File: src/rtl/dmi_initiator.sv
// dmi_initiator: issues one DMI command at a time toward a debug module,
// re-issues on busy responses up to MaxRetries and returns a single result.
// Optional whole-command timeout is built when DMI_INITIATOR_TIMEOUT_EN is
// defined; without it the block waits indefinitely for the debug module.
//
// state  | meaning
// -------+-------------------------------------------------------------
// IDLE   | accepting a command, draining stray DMI responses
// REQ    | offering the captured request to the debug module
// WAIT   | request accepted, waiting for the DMI response
// RSP    | presenting the result until rsp_ready_i
module dmi_initiator #(
   parameter int unsigned MaxRetries    = 4,
   parameter int unsigned TimeoutCycles = 1023
) (
   input  logic        clk_i,
   input  logic        rst_i,
   input  logic        cmd_valid_i,
   output logic        cmd_ready_o,
   input  logic [6:0]  cmd_addr_i,
   input  logic [1:0]  cmd_op_i,
   input  logic [31:0] cmd_data_i,
   output logic        rsp_valid_o,
   input  logic        rsp_ready_i,
   output logic [31:0] rsp_data_o,
   output logic [1:0]  rsp_status_o,
   output logic        dmi_req_valid_o,
   input  logic        dmi_req_ready_i,
   output logic [6:0]  dmi_req_addr_o,
   output logic [1:0]  dmi_req_op_o,
   output logic [31:0] dmi_req_data_o,
   input  logic        dmi_resp_valid_i,
   output logic        dmi_resp_ready_o,
   input  logic [1:0]  dmi_resp_resp_i,
   input  logic [31:0] dmi_resp_data_i,
   output logic        busy_o
);

   typedef enum logic [1:0] {
      ST_IDLE = 2'd0,
      ST_REQ  = 2'd1,
      ST_WAIT = 2'd2,
      ST_RSP  = 2'd3
   } state_t;

   localparam logic [1:0] STAT_OK      = 2'd0;
   localparam logic [1:0] STAT_TIMEOUT = 2'd1;
   localparam logic [1:0] STAT_FAILED  = 2'd2;
   localparam logic [1:0] STAT_BUSY    = 2'd3;
   localparam logic [1:0] RESP_OK      = 2'd0;
   localparam logic [1:0] RESP_BUSY    = 2'd3;
   localparam logic [3:0] MAX_RETRY    = 4'(MaxRetries);

   state_t      state_q;
   state_t      state_d;
   logic [6:0]  addr_q;
   logic [1:0]  op_q;
   logic [31:0] data_q;
   logic [3:0]  retry_q;
   logic [31:0] rsp_data_q;
   logic [1:0]  rsp_status_q;
   logic        tmo_hit;
   logic        can_retry;
   logic        busy_resp;

   assign can_retry = (retry_q < MAX_RETRY);
   assign busy_resp = (dmi_resp_resp_i == RESP_BUSY);

`ifdef DMI_INITIATOR_TIMEOUT_EN
   localparam logic [15:0] TMO_LAST = 16'(TimeoutCycles - 1);
   logic [15:0] tmo_q;

   // Whole-command cycle counter: cleared when a command is accepted, so busy
   // re-issues keep counting; saturates instead of wrapping.
   always_ff @(posedge clk_i) begin
      if (rst_i) begin
         tmo_q <= '0;
      end else if (state_q == ST_IDLE && cmd_valid_i) begin
         tmo_q <= '0;
      end else if ((state_q == ST_REQ || state_q == ST_WAIT) && tmo_q != 16'hFFFF) begin
         tmo_q <= tmo_q + 16'd1;
      end
   end

   // Fires in the cycle the counter reaches TimeoutCycles at the next edge.
   assign tmo_hit = (state_q == ST_REQ || state_q == ST_WAIT) && (tmo_q >= TMO_LAST);
`else
   logic unused_tmo_cfg;
   assign unused_tmo_cfg = ^(16'(TimeoutCycles));
   assign tmo_hit        = 1'b0;
`endif

   // State register.
   always_ff @(posedge clk_i) begin
      if (rst_i) begin
         state_q <= ST_IDLE;
      end else begin
         state_q <= state_d;
      end
   end

   // Next-state logic; a handshake in the same cycle as the timeout wins.
   always_comb begin
      state_d = state_q;
      case (state_q)
         ST_IDLE: begin
            if (cmd_valid_i) state_d = ST_REQ;
         end
         ST_REQ: begin
            if (dmi_req_ready_i)  state_d = ST_WAIT;
            else if (tmo_hit)     state_d = ST_RSP;
         end
         ST_WAIT: begin
            if (dmi_resp_valid_i) begin
               if (busy_resp && can_retry) state_d = ST_REQ;
               else                        state_d = ST_RSP;
            end else if (tmo_hit) begin
               state_d = ST_RSP;
            end
         end
         ST_RSP: begin
            if (rsp_ready_i) state_d = ST_IDLE;
         end
         default: state_d = ST_IDLE;
      endcase
   end

   // Command capture, retry count and result registers.
   always_ff @(posedge clk_i) begin
      if (rst_i) begin
         addr_q       <= '0;
         op_q         <= '0;
         data_q       <= '0;
         retry_q      <= '0;
         rsp_data_q   <= '0;
         rsp_status_q <= '0;
      end else begin
         if (state_q == ST_IDLE && cmd_valid_i) begin
            addr_q <= cmd_addr_i;
            op_q   <= cmd_op_i;
            data_q <= cmd_data_i;
         end

         if (state_q == ST_RSP && rsp_ready_i) begin
            retry_q <= '0;
         end else if (state_q == ST_WAIT && dmi_resp_valid_i && busy_resp && can_retry) begin
            retry_q <= retry_q + 4'd1;
         end

         if (state_q == ST_REQ && !dmi_req_ready_i && tmo_hit) begin
            rsp_data_q   <= '0;
            rsp_status_q <= STAT_TIMEOUT;
         end else if (state_q == ST_WAIT && dmi_resp_valid_i) begin
            if (dmi_resp_resp_i == RESP_OK) begin
               rsp_data_q   <= dmi_resp_data_i;
               rsp_status_q <= STAT_OK;
            end else if (busy_resp) begin
               if (!can_retry) begin
                  rsp_data_q   <= '0;
                  rsp_status_q <= STAT_BUSY;
               end
            end else begin
               // Reserved code 1 is reported the same as a failure.
               rsp_data_q   <= dmi_resp_data_i;
               rsp_status_q <= STAT_FAILED;
            end
         end else if (state_q == ST_WAIT && tmo_hit) begin
            rsp_data_q   <= '0;
            rsp_status_q <= STAT_TIMEOUT;
         end
      end
   end

   // Output decode; everything is forced low while reset is held.
   always_comb begin
      cmd_ready_o      = 1'b0;
      busy_o           = 1'b0;
      dmi_req_valid_o  = 1'b0;
      dmi_req_addr_o   = '0;
      dmi_req_op_o     = '0;
      dmi_req_data_o   = '0;
      dmi_resp_ready_o = 1'b0;
      rsp_valid_o      = 1'b0;
      rsp_data_o       = '0;
      rsp_status_o     = '0;
      if (!rst_i) begin
         cmd_ready_o      = (state_q == ST_IDLE);
         busy_o           = (state_q != ST_IDLE);
         dmi_req_valid_o  = (state_q == ST_REQ);
         dmi_req_addr_o   = addr_q;
         dmi_req_op_o     = op_q;
         dmi_req_data_o   = data_q;
         dmi_resp_ready_o = (state_q == ST_IDLE) || (state_q == ST_WAIT);
         rsp_valid_o      = (state_q == ST_RSP);
         rsp_data_o       = rsp_data_q;
         rsp_status_o     = rsp_status_q;
      end
   end

endmodule

File: config.mk
export PLATFORM = sky130hd
export DESIGN_NAME = dmi_initiator
export DESIGN_NICKNAME = d
export VERILOG_FILES = /design/src/rtl/dmi_initiator.sv
export SDC_FILE = /design/constraint.sdc
export NUM_CORES = 1
export LEC_CHECK = 0
export BUFFER_PORTS_ARGS = -buffer_cell sky130_fd_sc_hd__buf_2
export CORE_MARGIN = 2
export CORE_UTILIZATION = 42
export DETAILED_ROUTE_END_ITERATION = 10
export PLACE_DENSITY = 0.77
export SYNTH_ARGS = -nofsm -noshare
export SYNTH_HDL_FRONTEND = slang
export SYNTH_SLANG_ARGS = --single-unit
File: constraint.sdc
create_clock -name clk_i -period 1.3 [get_ports clk_i]
set_input_delay 0.065 -clock clk_i [delete_from_list [all_inputs] [get_ports clk_i]]
set_output_delay 0.065 -clock clk_i [all_outputs]
set_load 0.02 [all_outputs]
==> flow_metrics.env <==
export IMPL_status="finished clean"
export IMPL_cp_start_kind="flop"
export IMPL_fin_crit_ns=1.29
export IMPL_total_power_mw=5.50
export IMPL_wl_per_cell_um=14.0
export IMPL_cts_tree="done"
export IMPL_place_inst=627
export IMPL_grtUsageMet1_pct=24.9
export IMPL_worst_slew_pin_slew_ns=0.269
export IMPL_clkTransAtPathRegs_ns=0.08
export IMPL_synthesis_nets=467
export IMPL_grt_pass1_wl_um=15400
export IMPL_dp_hpwl_um=5730
export IMPL_cp_max_fo=41
export IMPL_yosysTopAreaCell="dfxtp_1"
export IMPL_fp_dieW_um=93.4
export IMPL_min_from="rsp_ready_i"
export IMPL_timing_final_crit_share_pct=99.0
export IMPL_yosys_warnings=0
export IMPL_clkPwrFrac_pct=33.1
export IMPL_r2r_setup_slack_ns=0.01
export IMPL_grtUsageMet2_pct=38.3
export IMPL_synth_yosys_seq_area_share_pct=48.3
export IMPL_p_comb_share_pct=18.6
export IMPL_top_usage_layer="met2"
export IMPL_floorplan_initialDensity_pct=43.5
export IMPL_r2r_end="data_q[29]"
export IMPL_clock_latency_ns=0.34
export IMPL_required_ns=1.57
export IMPL_worstRegToRegCells=5
export IMPL_final_cells=718
export IMPL_cts_sinks=81
export IMPL_viasPerCell=4.87
export IMPL_synth_common_cells="nand2_1 (84), dfxtp_1 (81), nor2b_1 (70)"
export IMPL_hold_path_end="state_q[0]"
export IMPL_drive_gt1_share_pct=32.8
export IMPL_timing_rr_start="state_q[1]"
export IMPL_syn_to_final_growth_pct=57.2
export IMPL_relSlewSlack_pct=82.0
export IMPL_rsz0062_at_grt="yes"
export IMPL_die_area_um2=8730
export IMPL_die_h_um=93.4
export IMPL_crit_arrival_ns=1.56
export IMPL_end_kind="flop"
export IMPL_grt_util_met3_pct=6.37
export IMPL_setup_violations=0
export IMPL_syn_area_per_cell_um2=8.72
export IMPL_yosys_top_cells_area="dfxtp_1 (48%), nor2b_1 (13%), nand2_1 (9.4%)"
export IMPL_setup_slack_ns=0.0135
export IMPL_gp_congestion=0.766
export IMPL_ys_async_sr_fraction_pct=0
export IMPL_globalRouteOverflowTotal=0
export IMPL_ant_nets=0
export IMPL_yosys_area_top_type_share_pct=48.3
export IMPL_drt_wl_total_um=10100
export IMPL_grt_pass1_vias=3403
export IMPL_cts_inserted_buffers=9
export IMPL_grt_max_degree=65
export IMPL_ir_worst_vdd_uv=822
export IMPL_fmax_mhz=777
export IMPL_grt_util_all_layers_pct=22.1
export IMPL_hold_viol=0
export IMPL_drtIter0Drc=125
export IMPL_netlist_instances=385
export IMPL_hold_path_class="in -> reg"
export IMPL_seqPwrFrac_pct=48.3
export IMPL_syn_cell_area_um2=3360
export IMPL_clk_path_buf_depth=2
export IMPL_power_density_nw_per_um2=1040
export IMPL_swShare_pct=26.5
export IMPL_power_switching_mw=1.46
export IMPL_io_buffers=160
export IMPL_first_pass_iters=4
export IMPL_vias=3500
export IMPL_synth_most_common_cell="nand2_1"
export IMPL_std_cell_rows=32
export IMPL_finClkSkew_ns=0.00866
export IMPL_hold_path_depth=4
export IMPL_synth_seq_cells=81
export IMPL_core_um2=7730
export IMPL_p_leak_nw=2.48
export IMPL_drc_errors=0
export IMPL_synth_cell_types=31
export IMPL_place_ws_ns=0.0306
export IMPL_cts_root_buf="clkbuf_8"
export IMPL_antennaDiodeCount=0
export IMPL_antenna_found_initial=0
export IMPL_internal_power_mw=4.04
export IMPL_maxCapViolCount=0
export IMPL_ys_flop_type="dfxtp_1"
export IMPL_htree_levels=3
export IMPL_io_pins=161
export IMPL_crit_type="reg -> reg"
export IMPL_final_nets=693
export IMPL_synth_edf_count=0
export IMPL_drv_slew=0
-- stage by stage --
step / TNS [ns] / hold WS, ns / utilization, % / area [um^2]
floorplan: 0 / 0.190 / - / 3360
detailed placement: 0 / 0.281 / 55.4 / 4280
CTS: 0 / 0.0515 / 68.0 / 5250
finish: 0 / 0.0684 / 68.3 / 5280
global placement: 0 / 0.277 / 55.4 / 4280
global route: -0.306 / 0.104 / 68.3 / 5280
-- routing by layer --
metal | vias to the layer above | part of all wire (%) | wire length (um)
li1 | 1729 | - | -
met1 | 1613 | 42 | 4200
met2 | 134 | 48 | 4830
met3 | 24 | 7.8 | 787
met4 | 0 | 2.6 | 260
met5 | - | 0 | 0
-- final cells by class --
cell class / count / area [um^2]
flip-flops and latches: 81 / 1620
fillers: 575 / 2450
clock inverters: 5 / 55.1
well taps: 102 / 128
repair buffers: 246 / 1730
multi-input cells: 272 / 1600
clock buffers: 11 / 141
inverters: 1 / 3.75
-- layout by cell type (no fill, tap or decap), types with 2 or more instances in the layout --
master         netlist  final
a21oi_1             46     41
buf_4                0      8
o21ai_0              3      3
o21a_1               2      2
nand3b_1             2      2
buf_6                5      3
dfxtp_1             81     79
dlygate4sd3_1        0     74
a21oi_2              0      5
a22o_1              32     32
dfxtp_2              0      2
clkbuf_8             0     10
nor3_1               2      2
nand2_1             84     84
clkinvlp_4           0      2
and2b_1              7      7
buf_12               0      6
nor2_1               7      6
clkinv_2             0      2
buf_2               18    155
nor2b_1             70     70
and4b_1              2      2
nor3b_4              0      2
-- worst max-delay path by stage --
stage               start         endpoint  slack (ns)  depth (start not counted)
2_1_floorplan  state_q[1]    rsp_data_q[0]        0.06                          6
3_3_place_gp   state_q[1]        data_q[1]         0.1                          4
3_5_place_dp   state_q[1]       data_q[31]        0.03                          5
4_1_cts        state_q[0]  dmi_req_valid_o       0.003                          3
5_1_grt        state_q[0]  dmi_req_valid_o       -0.06                          3
6_report       state_q[1]       data_q[29]        0.01                          5
-- flip-flops by register name (all words and copies together), names as in the netlist --
register	count
retry_q	4
rsp_data_q	32
op_q	2
addr_q	7
data_q	32
state_q	2
rsp_status_q	2
-- worst max-delay path, stage by stage, from the launching register on --
cell and delay (ns):
dfxtp_2 0.35, buf_6 0.14, nor3b_4 0.22, buf_12 0.23
nand2_1 0.12, a21oi_2 0.14
-- timing repair --
action                     CTS  global route
gates resized for setup      9             7
hold buffers                74             0
pin swaps                    1             0
hold endpoints to repair    74             0
setup endpoints to repair    4            17
buffers inserted             1             0
-- power by group through the flow --
stage	clock, mW	combinational [mW]	sequential [mW]
floorplan	0	0.488	2.69
global placement	0	0.783	2.70
detailed placement	0	0.798	2.71
CTS	1.85	0.991	2.65
global route	1.96	1.10	2.67
finish	1.82	1.02	2.65
-- cell families after synthesis --
group	Yosys count	synth area share (%)
AND/OR/NAND/NOR	185	29.1
AO/OA/AOI/OAI	86	16.9
adder cells (fa/ha/maj)	1	0.373
flip-flops	81	48.3
buffers and inverters	32	5.37
Power figures use the tool's default switching activity.
